**src/rtl/sync_fifo_ram_if.sv**
```systemverilog
// Bus bundle for sync_fifo_ram: write/read requests, flush, read data and
// the occupancy/error status. The producer/consumer side uses the master
// modport. The FIFO itself uses the slave modport.
//
// Handshake: a request (we or re) is accepted in the cycle where it is
// high at a rising clock edge and the FIFO can take it. re is accepted
// when the FIFO is not empty. we is accepted when the FIFO is not full,
// or when a read is accepted in the same cycle. A refused request is
// dropped, not held, and sets the matching sticky error flag. Read data
// arrives on q one cycle after an accepted re, marked by q_valid.
// Requests made in the same cycle as flush are ignored.
interface sync_fifo_ram_if #(
   parameter int DATA_WIDTH = 8,
   parameter int ADDR_WIDTH = 6
);
   logic                  flush;
   logic [DATA_WIDTH-1:0] data;
   logic                  we;
   logic                  re;
   logic [DATA_WIDTH-1:0] q;
   logic                  q_valid;
   logic [ADDR_WIDTH:0]   used;
   logic                  full;
   logic                  empty;
   logic                  almost_full;
   logic                  almost_empty;
   logic                  overflow;
   logic                  underflow;

   modport master (
      output flush, data, we, re,
      input  q, q_valid, used, full, empty,
      input  almost_full, almost_empty, overflow, underflow
   );

   modport slave (
      input  flush, data, we, re,
      output q, q_valid, used, full, empty,
      output almost_full, almost_empty, overflow, underflow
   );
endinterface

```
**src/rtl/sync_fifo_ram.sv**
```systemverilog
// Single-clock FIFO built on an inferred simple dual-port RAM.
// It provides occupancy tracking, almost-full and almost-empty thresholds,
// flush, and sticky overflow/underflow flags. Read data is registered and
// has a latency of one cycle.
module sync_fifo_ram #(
   parameter int DATA_WIDTH   = 8,
   parameter int ADDR_WIDTH   = 6,
   parameter int ALMOST_FULL  = 56,
   parameter int ALMOST_EMPTY = 4
) (
   input logic              clock,
   input logic              reset,
   sync_fifo_ram_if.slave   bus
);
   localparam int DEPTH = 2 ** ADDR_WIDTH;

   // Levels sized to the occupancy counter, so every compare has matching widths.
   localparam logic [ADDR_WIDTH:0] USED_MAX = (ADDR_WIDTH + 1)'(DEPTH);
   localparam logic [ADDR_WIDTH:0] AF_LEVEL = (ADDR_WIDTH + 1)'(ALMOST_FULL);
   localparam logic [ADDR_WIDTH:0] AE_LEVEL = (ADDR_WIDTH + 1)'(ALMOST_EMPTY);

   logic [DATA_WIDTH-1:0] mem [DEPTH];

   logic [ADDR_WIDTH-1:0] wr_ptr;
   logic [ADDR_WIDTH-1:0] rd_ptr;
   logic [ADDR_WIDTH:0]   used_r;
   logic [ADDR_WIDTH:0]   used_nxt;
   logic [DATA_WIDTH-1:0] q_r;
   logic                  q_valid_r;
   logic                  overflow_r;
   logic                  underflow_r;

   logic full_w;
   logic empty_w;
   logic rd_ok;
   logic wr_ok;

   // Status flags decode from the registered occupancy only.
   always_comb begin
      full_w  = (used_r == USED_MAX);
      empty_w = (used_r == '0);
   end

   // Accept logic. A write into a full FIFO goes through only when a read
   // frees a slot in the same cycle. Flush masks both requests.
   always_comb begin
      rd_ok = bus.re & ~empty_w & ~bus.flush;
      wr_ok = bus.we & (~full_w | rd_ok) & ~bus.flush;
   end

   // Next occupancy. A read and a write in the same cycle cancel out.
   always_comb begin
      used_nxt = used_r;
      if (wr_ok && !rd_ok) begin
         used_nxt = used_r + 1'b1;
      end else if (rd_ok && !wr_ok) begin
         used_nxt = used_r - 1'b1;
      end
   end

   // RAM write port. The array has no reset, so reset and flush leave its contents.
   always_ff @(posedge clock) begin
      if (wr_ok) begin
         mem[wr_ptr] <= bus.data;
      end
   end

   // Pointers and occupancy. Flush returns them to zero, like reset does.
   always_ff @(posedge clock) begin
      if (reset) begin
         wr_ptr <= '0;
         rd_ptr <= '0;
         used_r <= '0;
      end else if (bus.flush) begin
         wr_ptr <= '0;
         rd_ptr <= '0;
         used_r <= '0;
      end else begin
         if (wr_ok) begin
            wr_ptr <= wr_ptr + 1'b1;
         end
         if (rd_ok) begin
            rd_ptr <= rd_ptr + 1'b1;
         end
         used_r <= used_nxt;
      end
   end

   // Registered read port. q keeps its last word when no read is accepted.
   // q_valid marks the cycle after an accepted read.
   always_ff @(posedge clock) begin
      if (reset) begin
         q_r       <= '0;
         q_valid_r <= 1'b0;
      end else begin
         if (rd_ok) begin
            q_r <= mem[rd_ptr];
         end
         q_valid_r <= rd_ok;
      end
   end

   // Sticky error flags. Only reset clears them, and requests made during flush are not errors.
   always_ff @(posedge clock) begin
      if (reset) begin
         overflow_r  <= 1'b0;
         underflow_r <= 1'b0;
      end else begin
         if (bus.we && !wr_ok && !bus.flush) begin
            overflow_r <= 1'b1;
         end
         if (bus.re && !rd_ok && !bus.flush) begin
            underflow_r <= 1'b1;
         end
      end
   end

   // Output mapping onto the bus.
   always_comb begin
      bus.q            = q_r;
      bus.q_valid      = q_valid_r;
      bus.used         = used_r;
      bus.full         = full_w;
      bus.empty        = empty_w;
      bus.almost_full  = (used_r >= AF_LEVEL);
      bus.almost_empty = (used_r <= AE_LEVEL);
      bus.overflow     = overflow_r;
      bus.underflow    = underflow_r;
   end
endmodule

```
**src/flat_wrapper.sv**
```systemverilog
// flat-port wrapper written by rule: the top's interface ports become plain ports
module sync_fifo_ram_flat 
#(
   parameter int DATA_WIDTH   = 8,
   parameter int ADDR_WIDTH   = 6,
   parameter int ALMOST_FULL  = 56,
   parameter int ALMOST_EMPTY = 4
)
  (clock, reset, bus_flush, bus_data, bus_we, bus_re, bus_q, bus_q_valid, bus_used, bus_full, bus_empty, bus_almost_full, bus_almost_empty, bus_overflow, bus_underflow);
  sync_fifo_ram_if #(.DATA_WIDTH(DATA_WIDTH), .ADDR_WIDTH(ADDR_WIDTH)) bus_i ();
  input logic clock;
  input logic reset;
  input wire logic [$bits(bus_i.flush)-1:0] bus_flush;
  input wire logic [$bits(bus_i.data)-1:0] bus_data;
  input wire logic [$bits(bus_i.we)-1:0] bus_we;
  input wire logic [$bits(bus_i.re)-1:0] bus_re;
  output wire logic [$bits(bus_i.q)-1:0] bus_q;
  output wire logic [$bits(bus_i.q_valid)-1:0] bus_q_valid;
  output wire logic [$bits(bus_i.used)-1:0] bus_used;
  output wire logic [$bits(bus_i.full)-1:0] bus_full;
  output wire logic [$bits(bus_i.empty)-1:0] bus_empty;
  output wire logic [$bits(bus_i.almost_full)-1:0] bus_almost_full;
  output wire logic [$bits(bus_i.almost_empty)-1:0] bus_almost_empty;
  output wire logic [$bits(bus_i.overflow)-1:0] bus_overflow;
  output wire logic [$bits(bus_i.underflow)-1:0] bus_underflow;
  assign bus_i.flush = bus_flush;
  assign bus_i.data = bus_data;
  assign bus_i.we = bus_we;
  assign bus_i.re = bus_re;
  assign bus_q = bus_i.q;
  assign bus_q_valid = bus_i.q_valid;
  assign bus_used = bus_i.used;
  assign bus_full = bus_i.full;
  assign bus_empty = bus_i.empty;
  assign bus_almost_full = bus_i.almost_full;
  assign bus_almost_empty = bus_i.almost_empty;
  assign bus_overflow = bus_i.overflow;
  assign bus_underflow = bus_i.underflow;
  sync_fifo_ram #(.DATA_WIDTH(DATA_WIDTH), .ADDR_WIDTH(ADDR_WIDTH), .ALMOST_FULL(ALMOST_FULL), .ALMOST_EMPTY(ALMOST_EMPTY)) u_core (.clock(clock), .reset(reset), .bus(bus_i));
endmodule
```
**config.mk**
```make
export PLATFORM = sky130hd
export DESIGN_NAME = sync_fifo_ram_flat
export DESIGN_NICKNAME = d
export VERILOG_FILES = /design/src/rtl/sync_fifo_ram_if.sv /design/src/rtl/sync_fifo_ram.sv /design/src/flat_wrapper.sv
export SDC_FILE = /design/constraint.sdc
export NUM_CORES = 1
export LEC_CHECK = 0
export BUFFER_PORTS_ARGS = -buffer_cell sky130_fd_sc_hd__buf_4
export CORE_MARGIN = 2
export CORE_UTILIZATION = 57
export DETAILED_ROUTE_END_ITERATION = 7
export PLACE_DENSITY = 0.73
export SYNTH_ARGS = -nofsm -noshare
export SYNTH_HDL_FRONTEND = slang
export SYNTH_SLANG_ARGS = --single-unit
```
**constraint.sdc**
```tcl
create_clock -name clock -period 3.6 [get_ports clock]
set_input_delay 0.36 -clock clock [delete_from_list [all_inputs] [get_ports clock]]
set_output_delay 0.36 -clock clock [all_outputs]
set_load 0.05 [all_outputs]
```
==> results.tsv <==
stage	metric	value	unit
synth	synth-seq-area-share	0.744	
synth	syn_area	0.0215	mm2
critical_path	path_class	reg2reg	
timing	hold_viol	0	
timing	worst_slack	0.375	ns
timing	setup_viol	0	
synth	yosysMostFrequentCell	edfxtp_1	
cts	clkTransAtPathRegs	0.06	ns
timing	period_share	0.896	
cts	numClockSinks	542	
synth	netlist.area_leader.share	0.716	
global_route	grt_pass1_vias	11100	
critical_path	worstSetupStartpointType	flop	
cts	cts_tree	done	
synth	synth.distinct_cells	63	
global_route	grt_overflow	0	
pwr	leakage	7.77	nW
global_route	antenna_found_initial	2	
synth	async_flop_share	0	
floorplan	die_y	198	um
cts	clk_latency	0.58	ns
placed_design	hpwl	29400	um
pwr	switching_share	0.205	
layout	area_growth_syn_to_layout	13.8	%
flow_run	cap_violations	0	
synth	ys_ff_latch	542	
critical_path	crit_arrival	3.72	ns
route	ant_nets	0	
pwr	power_density	529	mW/mm2
critical_path	cp_max_fo	7	
pwr	ir_drop	0.000369	V
floorplan	rows	71	
layout	drive_gt1_frac	0.258	
critical_path	required	4.09	ns
min_path	hold_class	in2reg	
timing	setup_tns	0	ns
placed_design	port_buffers	34	
layout	final_nets	1253	
cts	clockBufferDepth	3	
pwr	pwr-share-seq	0.537	
floorplan	start_util	0.574	
floorplan	ios	35	
cts	post_cts_buffers	0	
pwr	p_comb_frac	0.044	
timing	fin_skew	0.0187	ns
route	num_vias	11200	
synth	yosysWarnings	0	
synth	synth_nets	1134	
global_route	grt_pass1_wl	71200	um
route	post_drt_wl_per_cell	27.1	um
global_route	grt_usage	0.253	
timing	drv_slew	0	
cts	ctsRootBufferMaster	clkbuf_16	
pwr	p_int	10.3	mW
placed_design	gp_congestion	0.848	
timing	rsz0062_at_grt	false	
floorplan	fp.dieArea	0.0393	mm2
synth	yosys_most_used_dff	edfxtp_1	
cts	cts_made_buffers	51	
synth	ys_top_cells_by_area	edfxtp_1 72%, mux4_2 9.3%, dfxtp_1 2.8%	
synth	synth-edff-count	512	
floorplan	die_w	198	um
cts	htree_levels	2	
synth	synth_cells	1112	
timing	tightest_slew	1.21	ns
route	drtIter0Drc	1118	
critical_path	cp-end-kind	flop	
layout	fin_cells	1781	
route	firstDrtPassIters	5	
synth	yosys.area.top_type	edfxtp_1	
timing	fmax	310	MHz
synth	synthTopCellsByCount	512 x edfxtp_1, 90 x nor2_1, 89 x mux4_2, 44 x mux2i_1, 34 x nand2_1	
placed_design	placed_cells	1688	
pwr	p_clk_frac	0.420	
floorplan	core	0.0374	mm2
timing	maxSlewHeadroom	0.191	
timing	holdWs	0.0900	ns
route	wl	48200	um
placed_design	place_ws	0.394	ns
route	vias_per_cell	6.30	
pwr	p_sw	2.65	mW
synth	synth_area_per_cell	19.3	um2
global_route	grt_max_degree	65	
timing	min_period	3.23	ns
run_status	status	completed	
route	remaining_drc_errors	0	
[final timing paths]
check | depth (start not counted) | to | slack [ns] | startpoint
setup / recovery | 10 | u_core.bus.used[5]$_SDFFE_PP0P_ | 0.37 | u_core.bus.used[0]$_SDFFE_PP0P_
hold / removal | 3 | u_core.bus.underflow$_SDFFE_PP0P_ | 0.09 | bus_re
setup reg to reg | 10 | u_core.bus.used[5]$_SDFFE_PP0P_ | 0.37 | u_core.bus.used[0]$_SDFFE_PP0P_
hold reg to reg | 2 | u_core.bus.overflow$_SDFFE_PP0P_ | 0.48 | u_core.bus.overflow$_SDFFE_PP0P_
[stage by stage]
step	cell area (um2)	utilization	power (mW)
floorplan	21500	-	7.41
global placement	22700	0.608	7.62
detailed placement	22700	0.608	7.64
CTS	24400	0.654	13.0
global route	24400	0.654	13.3
finish	24400	0.654	12.9
[cell families after synthesis]
kind of cell | after synthesis | share of synthesized area
compound gates | 102 | 0.0367
xor+xnor | 13 | 0.00530
fa+ha+maj | 9 | 0.00559
buf+inv | 74 | 0.0199
flops | 542 | 0.744
mux | 172 | 0.145
simple gates | 200 | 0.0435
[critical path: stages, from the launching register on]
cell and delay [ns]:
dfxtp_1 0.38, or4_1 0.62, o31a_1 0.33, ha_1 0.25, inv_1 0.21, ha_1 0.27
a21o_1 0.17, a21oi_1 0.24, o21bai_1 0.14, a2111o_1 0.44, o211ai_1 0.09
[registers in the layout (all words and copies together) (netlist names)]
register,cells
u_core.wr_ptr,6
u_core.bus.used,7
u_core.bus.overflow,1
u_core.bus.q,8
u_core.mem,512
u_core.bus.underflow,1
u_core.rd_ptr,6
u_core.bus.q_valid,1
[routing by layer]
layer / global-route usage / wire length (um) / vias to the layer above
li1: - / - / 4793
met1: 0.356 / 19100 / 5784
met2: 0.403 / 23500 / 532
met3: 0.0516 / 4140 / 103
met4: 0.0794 / 1450 / 2
met5: 0 / 13 / -
[cells in the final DEF, fill, tap and decap left out, types with 11 or more instances in the layout]
cell / synthesis / routed
edfxtp_1: 512 / 512
buf_4: 7 / 125
nor2_1: 90 / 90
mux4_2: 89 / 89
clkbuf_16: 0 / 53
mux2i_1: 44 / 44
nand2_1: 34 / 34
dfxtp_1: 30 / 27
a22oi_1: 25 / 25
nand3_1: 21 / 21
mux2_2: 20 / 20
mux4_1: 15 / 15
clkinv_1: 1 / 14
inv_1: 11 / 11
a21oi_1: 11 / 11
[repair_timing]
| item | CTS | global route |
|---|---|---|
| gates resized for setup | 0 | 0 |
| endpoints found under the hold margin | 2 | 0 |
| hold buffers | 1 | 0 |
[power groups by stage]
stage	clock network (mW)	registers (mW)	logic, mW
after floorplan	0	7.11	0.299
after global placement	0	7.07	0.553
after detailed placement	0	7.07	0.565
after CTS	5.49	6.94	0.568
after global routing	5.74	6.94	0.602
final	5.43	6.94	0.564
[area by class of cell]
cell class / instances / area (um2)
repair buffers: 128 / 988
inverters: 12 / 45.0
clock inverters: 32 / 310
fillers: 2430 / 13000
multi-input cells: 496 / 5080
well taps: 511 / 639
diodes: 1 / 2.50
flip-flops and latches: 542 / 16000
clock buffers: 59 / 1390
No activity file was read; power rests on OpenSTA's default activity.
